### src/rtl/clock_pkg.sv
// rtl/clock_pkg.sv - shared types and limits for the clock timekeeping stages
package clock_pkg;

    typedef enum logic [1:0] {
        BTN_IDLE,
        BTN_HOLD,
        BTN_REPEAT
    } btn_state_t;

    typedef enum logic [1:0] {
        HR_IDLE,
        HR_PULSE,
        HR_GAP
    } hr_state_t;

    localparam logic [5:0] SEC_MAX = 6'd59;
    localparam logic [5:0] MIN_MAX = 6'd59;

    function automatic int max_int(input int a, input int b);
        return (a > b) ? a : b;
    endfunction

endpackage

### src/rtl/btn_repeat.sv
// rtl/btn_repeat.sv - button edge detect with hold-to-auto-repeat step strobe
module btn_repeat
    import clock_pkg::*;
#(
    parameter int HOLD_MS   = 500,
    parameter int REPEAT_MS = 200
) (
    input  logic i_clk,
    input  logic i_reset,
    input  logic i_btn,
    output logic o_step
);

    localparam int CW = $clog2(max_int(HOLD_MS, REPEAT_MS));
    localparam logic [CW-1:0] HOLD_LAST = CW'(HOLD_MS - 1);
    localparam logic [CW-1:0] RPT_LAST  = CW'(REPEAT_MS - 1);

    btn_state_t    r_state;
    btn_state_t    w_state_nxt;
    logic [CW-1:0] r_cnt;
    logic [CW-1:0] w_cnt_nxt;
    logic          r_btn_prev;
    logic          w_rise;

    // A button already held when reset lifts must be released before it counts
    assign w_rise = i_btn & ~r_btn_prev;

    // State register, shared hold/repeat counter and previous button level
    always_ff @(posedge i_clk) begin
        if (i_reset) begin
            r_state    <= BTN_IDLE;
            r_cnt      <= '0;
            r_btn_prev <= 1'b1;
        end else begin
            r_state    <= w_state_nxt;
            r_cnt      <= w_cnt_nxt;
            r_btn_prev <= i_btn;
        end
    end

    // Next state and step strobe; counter restarts on every state change
    always_comb begin
        w_state_nxt = r_state;
        w_cnt_nxt   = r_cnt;
        o_step      = 1'b0;
        case (r_state)
            BTN_IDLE: begin
                if (w_rise) begin
                    o_step      = 1'b1;
                    w_state_nxt = BTN_HOLD;
                    w_cnt_nxt   = '0;
                end
            end
            BTN_HOLD: begin
                if (!i_btn) begin
                    w_state_nxt = BTN_IDLE;
                end else if (r_cnt == HOLD_LAST) begin
                    o_step      = 1'b1;
                    w_state_nxt = BTN_REPEAT;
                    w_cnt_nxt   = '0;
                end else begin
                    w_cnt_nxt = r_cnt + CW'(1);
                end
            end
            BTN_REPEAT: begin
                if (!i_btn) begin
                    w_state_nxt = BTN_IDLE;
                end else if (r_cnt == RPT_LAST) begin
                    o_step    = 1'b1;
                    w_cnt_nxt = '0;
                end else begin
                    w_cnt_nxt = r_cnt + CW'(1);
                end
            end
            default: w_state_nxt = BTN_IDLE;
        endcase
    end

endmodule

### src/rtl/minutes.sv
// rtl/minutes.sv - ms/second/minute counting, set buttons and spaced hour pulses
module minutes
    import clock_pkg::*;
#(
    parameter int MS_PER_SEC = 1000,
    parameter int HOLD_MS    = 500,
    parameter int REPEAT_MS  = 200,
    parameter int HOUR_GAP   = 4
) (
    input  logic       clkMSec,
    input  logic       reset,
    input  logic       runClock,
    input  logic       minuteBtn,
    input  logic       hourBtn,
    output logic [5:0] second,
    output logic [5:0] minute,
    output logic       changeHour
);

    localparam int MSW = $clog2(MS_PER_SEC);
    localparam logic [MSW-1:0] MS_LAST = MSW'(MS_PER_SEC - 1);
    // Pulse cycle + gap cycles + one idle cycle add up to HOUR_GAP
    localparam int GW = (HOUR_GAP > 3) ? $clog2(HOUR_GAP) : 1;
    localparam logic [GW-1:0] GAP_LAST = GW'(HOUR_GAP - 3);

    logic [MSW-1:0] r_ms;
    logic [5:0]     r_second;
    logic [5:0]     r_minute;
    logic [1:0]     r_pend;
    hr_state_t      r_hr_state;
    hr_state_t      w_hr_nxt;
    logic [GW-1:0]  r_gap_cnt;
    logic [GW-1:0]  w_gap_nxt;
    logic           w_min_step;
    logic           w_hr_step;
    logic           w_tick;
    logic           w_nat_hour;
    logic [2:0]     w_req_cnt;
    logic [2:0]     w_pend_sum;
    logic [1:0]     w_pend_nxt;

    btn_repeat #(
        .HOLD_MS  (HOLD_MS),
        .REPEAT_MS(REPEAT_MS)
    ) u_min_btn (
        .i_clk  (clkMSec),
        .i_reset(reset),
        .i_btn  (minuteBtn),
        .o_step (w_min_step)
    );

    btn_repeat #(
        .HOLD_MS  (HOLD_MS),
        .REPEAT_MS(REPEAT_MS)
    ) u_hr_btn (
        .i_clk  (clkMSec),
        .i_reset(reset),
        .i_btn  (hourBtn),
        .o_step (w_hr_step)
    );

    assign w_tick     = runClock && (r_ms == MS_LAST);
    assign w_nat_hour = w_tick && (r_second == SEC_MAX) && (r_minute == MIN_MAX);

    // Timekeeping; a 59:59 carry overrides a coincident manual minute step
    always_ff @(posedge clkMSec) begin
        if (reset) begin
            r_ms     <= '0;
            r_second <= '0;
            r_minute <= '0;
        end else if (w_nat_hour) begin
            r_ms     <= '0;
            r_second <= '0;
            r_minute <= '0;
        end else if (w_min_step) begin
            r_ms     <= '0;
            r_second <= '0;
            r_minute <= (r_minute == MIN_MAX) ? 6'd0 : r_minute + 6'd1;
        end else if (w_tick) begin
            r_ms <= '0;
            if (r_second == SEC_MAX) begin
                r_second <= '0;
                r_minute <= (r_minute == MIN_MAX) ? 6'd0 : r_minute + 6'd1;
            end else begin
                r_second <= r_second + 6'd1;
            end
        end else if (runClock) begin
            r_ms <= r_ms + MSW'(1);
        end
    end

    // Pending count: retire the pulsed request first, then add new ones, cap at 3
    assign w_req_cnt  = {2'b00, w_nat_hour} + {2'b00, w_hr_step};
    assign w_pend_sum = {1'b0, r_pend} - {2'b00, (r_hr_state == HR_PULSE)} + w_req_cnt;
    assign w_pend_nxt = (w_pend_sum > 3'd3) ? 2'd3 : w_pend_sum[1:0];

    // Hour FSM state, gap counter and pending request count
    always_ff @(posedge clkMSec) begin
        if (reset) begin
            r_hr_state <= HR_IDLE;
            r_gap_cnt  <= '0;
            r_pend     <= '0;
        end else begin
            r_hr_state <= w_hr_nxt;
            r_gap_cnt  <= w_gap_nxt;
            r_pend     <= w_pend_nxt;
        end
    end

    // Hour FSM next state; a request seen in IDLE pulses on the following cycle
    always_comb begin
        w_hr_nxt  = r_hr_state;
        w_gap_nxt = r_gap_cnt;
        case (r_hr_state)
            HR_IDLE: begin
                if ((r_pend != 2'd0) || (w_req_cnt != 3'd0)) begin
                    w_hr_nxt = HR_PULSE;
                end
            end
            HR_PULSE: begin
                w_hr_nxt  = HR_GAP;
                w_gap_nxt = '0;
            end
            HR_GAP: begin
                if (r_gap_cnt == GAP_LAST) begin
                    w_hr_nxt = HR_IDLE;
                end else begin
                    w_gap_nxt = r_gap_cnt + GW'(1);
                end
            end
            default: w_hr_nxt = HR_IDLE;
        endcase
    end

    assign second     = r_second;
    assign minute     = r_minute;
    assign changeHour = (r_hr_state == HR_PULSE);

endmodule
### config.mk
export PLATFORM = sky130hd
export DESIGN_NAME = minutes
export DESIGN_NICKNAME = d
export VERILOG_FILES = /design/src/rtl/clock_pkg.sv /design/src/rtl/btn_repeat.sv /design/src/rtl/minutes.sv
export SDC_FILE = /design/constraint.sdc
export NUM_CORES = 1
export LEC_CHECK = 0
export CAP_MARGIN = 25
export CORE_AREA = 4 4 95 97
export DETAILED_ROUTE_END_ITERATION = 10
export DIE_AREA = 0 0 99 101
export SLEW_MARGIN = 0
export SYNTH_ARGS = -nofsm -noshare
export SYNTH_HDL_FRONTEND = slang
export SYNTH_SLANG_ARGS = --single-unit
### constraint.sdc
create_clock -name clkMSec -period 6.7 [get_ports clkMSec]
set_clock_uncertainty 0.15 [all_clocks]
set_input_delay 1.34 -clock clkMSec [delete_from_list [all_inputs] [get_ports clkMSec]]
set_output_delay 1.34 -clock clkMSec [all_outputs]
set_load 0.1 [all_outputs]
==> summary.md <==
| Metric | Value |
|---|---|
| Final worst slack | `2.512 ns` |
| Initial Utilization | `0.3473` |
| CTS max path bufs | `2` |
| Max_cap viols | `0` |
| CTS root buffer | `clkbuf_8` |
| Switching Power | `about 210 uW` |
| Non-Filler Instances | `roughly 460` |
| Internal power | `approximately 450 uW` |
| Routed Wire Length | `5.350 mm` |
| GP Congestion | `around 0.8` |
| Layout area overhead | `12.44%` |
| Overflow after GRT | `0` |
| FILL cells | `814` |
| Slew HR | `0.3509` |
| Reg clk slew, reported paths | `roughly 0.09 ns` |
| Largest family of logic cells by synthesized area | `simple AND/OR/NAND/NOR gates` |
| Vias in the first global route | `2,132` |
| Register area | `between 1000 and 1500 sq um` |
| Comb power frac | `0.206` |
| Max incr delay on CP | `between 0.6 and 0.7 ns` |
| Vias per cell | `between 5 and 6` |
| Simple-gate share of the synthesized area | `0.2737` |
| Clock Sinks | `between 50 and 60` |
| Floorplan row count | `33` |
| First-pass GRT wire length | `9.439 mm` |
| I/O Buffers | `17` |
| WL per Instance | `roughly 12 um` |
| Cts hold-fix bufs | `0` |
| Synthesized flop and latch total | `52` |
| Initial DRT Pass Iterations | `4` |
| Peak supply drop | `72.07 uV` |
| Synth Area in Adders | `0.09123` |
| Clk network pwr share | `0.275` |
| Final ANT Viol Nets | `0` |
| Die Span X | `99 um` |
| Compound-cell area share of the yosys netlist | `0.1089` |
| Post-Syn Area | `between 2000 and 3000 sq um` |
| CP required | `6.72 ns` |
| Critical path type | `input port to register` |
| XOR/XNOR share of the synthesized area | `0.08990` |
| Share of layout cells above drive strength 1 | `0.06268` |
| WP data arrival | `around 4.2 ns` |
| Peak Freq | `between 200 and 250 MHz` |
| Commonest cells after routing, fill and taps aside | `dfxtp_1 (52), nor2_1 (50), nand2_1 (26), inv_1 (21)` |
| Net Sw Frac | `0.3155` |
| Ant. Diodes | `0` |
| Most common cell after layout, fill and taps aside | `dfxtp_1` |
| Post-synth cell types | `51` |
| Post-synth EDFFs | `0` |
| All-layer global routing usage | `0.1128` |
| Tmin final | `4.188 ns` |
| RSZ-0062 raised after global routing | `no` |
| Mux cell area share after synthesis | `0.02657` |
| R2r worst-path depth | `13` |
| Status | `completed` |
| Seq pwr share | `0.520` |
| Endpoint, Worst Hold | `u_hr_btn.r_cnt[1]` |
| Power Total | `657.6 uW` |
| Crit-path cells | `clkdlybuf4s50_1, nand3_1, nor3_1, nand3_1, ha_1, inv_1, ha_1, inv_1, ha_1, inv_1, fa_1, xor2_1, a21oi_1` |
| Antenna violations before repair | `0` |
| Starting DRC count in detailed routing | `between 100 and 150` |
| Final HPWL DP | `3.969 mm` |
| Net count, final | `around 380` |
| I/O pin total | `18` |
| Crit-path slowest cell | `clkdlybuf4s50_1` |
| Crit path max-delay family | `adder cells` |
| Full die area | `9999 sq um` |
| Synth Warn # | `0` |
| Setup-failing EPs final | `0` |
| Inst Count DP | `between 400 and 500` |
| Critical Path Fanout Max | `7` |
| CP Capture Type | `register` |
| Gates resized, CTS repair | `0` |
| Clk_lat worst skew | `just over 0.3 ns` |
| Setup_tns | `0 ns` |
| Hold path depth | `2` |
| Clock buffer count from CTS | `5` |
| Worst Hold Class | `register to register` |
| Max-slew violations | `0` |
| Finished Cell Area | `between 3000 and 4000 sq um` |
| Reg-to-Reg End | `r_pend[0]` |
| Syn nets | `around 360` |
| H-tree Lvls | `2` |
| Buf/Inv on CP | `4` |
| Synth Instances | `~330` |
| Remaining routing DRC violations | `0` |
| Syn avg cell area | `around 8.5 sq um` |
| Area occupied by multi-input gates | `between 1500 and 2000 sq um` |
| Leakage power total | `0.001148 uW` |
| Type of origin of the critical path | `input port` |
| Synth async-reset ratio | `0` |
| Final Cycle Share | `0.6251` |
| Worst Max-Slew Pin Slew | `about 0.97 ns` |
| Placement Cell Area | `approximately 3100 sq um` |
| Worst slack, placed | `approximately 2.1 ns` |
| Reg-to-reg startpoint | `u_hr_btn.r_cnt[4]` |
| Top FF cell, synth | `dfxtp_1` |
| Pwr/cell area | `approximately 210 nW/um^2` |
| Final hold violation count | `0` |
| Largest net degree at the start of global routing | `20` |
| Sequential share of the synthesized area | `0.3685` |
| Vias | `approximately 2,300` |
| Post-CTS Repair Setup Buffers | `0` |
| Min-delay src | `u_hr_btn.r_cnt[1]` |
| Flop-to-flop setup slack | `3.47 ns` |
| Core Region | `just over 8000 sq um` |
| Die height | `roughly 100 um` |
| CTS tree | `yes` |
-- Yosys cell counts (2+ instances only) --
| library cell | n | area (sq um) |
|---|---|---|
| clkbuf_1 | 2 | 7.510 |
| nor2b_1 | 3 | 18.77 |
| dfxtp_1 | 52 | 1041 |
| a21boi_0 | 3 | 22.52 |
| buf_6 | 2 | 22.52 |
| o211ai_1 | 2 | 15.01 |
| nor3b_1 | 4 | 30.03 |
| nand4_1 | 14 | 87.58 |
| nor4_1 | 3 | 18.77 |
| nand4b_1 | 7 | 61.31 |
| o21ai_1 | 2 | 10.01 |
| or2_2 | 2 | 12.51 |
| xnor2_1 | 17 | 148.9 |
| ha_1 | 19 | 237.7 |
| nor3_1 | 11 | 55.05 |
| nand3_1 | 8 | 40.04 |
| xor2_1 | 12 | 105.1 |
| or3_1 | 5 | 31.28 |
| a21oi_1 | 19 | 95.09 |
| and3_1 | 3 | 18.77 |
| inv_1 | 21 | 78.83 |
| nand2b_1 | 3 | 18.77 |
| o21ai_0 | 9 | 45.04 |
| nor2_1 | 50 | 187.7 |
| mux2i_1 | 5 | 50.05 |
| o32ai_1 | 2 | 17.52 |
| a211oi_1 | 2 | 15.01 |
| nand2_1 | 26 | 97.59 |
-- state kept, by name, summed over array words and instances (netlist names), 2 cells and up --
name               cells
second                 6
r_pend                 2
r_hr_state             2
u_min_btn.r_cnt        9
u_hr_btn.r_cnt         9
minute                 6
u_min_btn.r_state      2
r_gap_cnt              2
r_ms                  10
u_hr_btn.r_state       2
-- stage by stage --
| stage | hold WS [ns] | utilization |
|---|---|---|
| floorplan | 0.3119 | - |
| global placement | 0.3286 | 0.3798 |
| detailed placement | 0.3397 | 0.3798 |
| CTS | 0.3540 | 0.3906 |
| global route | 0.3795 | 0.3906 |
| finish | 0.3515 | 0.3906 |
-- tightest hold or removal path: stages, from the launching register on --
cell and delay [ns]:
dfxtp_1 0.35, nand2_1 0.06, a21oi_1 0.05
-- per-layer routing --
layer	share of wire	wire length, um	global-route usage
met3	0.039	206	0.02630
met1	0.50	2657	0.1424
met4	0.015	79	0.04097
met5	0	0	0
met2	0.45	2407	0.1880
-- how the worst max path moves through the flow --
stage,start,endpoint,slack [ns],depth (start not counted)
finish,runClock,r_pend[0],2.51,13
global route,runClock,r_pend[0],2.27,13
CTS,runClock,r_pend[0],2.47,13
detailed placement,runClock,r_pend[0],2.14,13
global placement,runClock,r_pend[0],2.22,13
floorplan,runClock,r_pend[0],2.99,13
-- power groups by stage --
stage	Clock, uW	Sequential [uW]	Combinational (uW)
floorplan	0	348	107
global placement	0	348	132
detailed placement	0	348	138
CTS	191	342	138
global route	199	345	158
finish	181	342	135
-- layout make-up --
class,count,area share
Clock buffer,5,0.02166
Clock inverter,3,0.005908
Inverter,21,0.02481
Multi-Input combinational cell,253,0.5250
Sequential cell,52,0.3277
Tap cell,105,0.04135
Timing Repair Buffer,17,0.05356
-- logic make-up after synthesis --
family                   Yosys count
AO/OA/AOI/OAI                     48
flip-flops                        52
multiplexers                       7
adder cells (fa/ha/maj)           20
XOR/XNOR                          29
buffers and inverters             26
AND/OR/NAND/NOR                  149
Power figures use the tool's default switching activity.
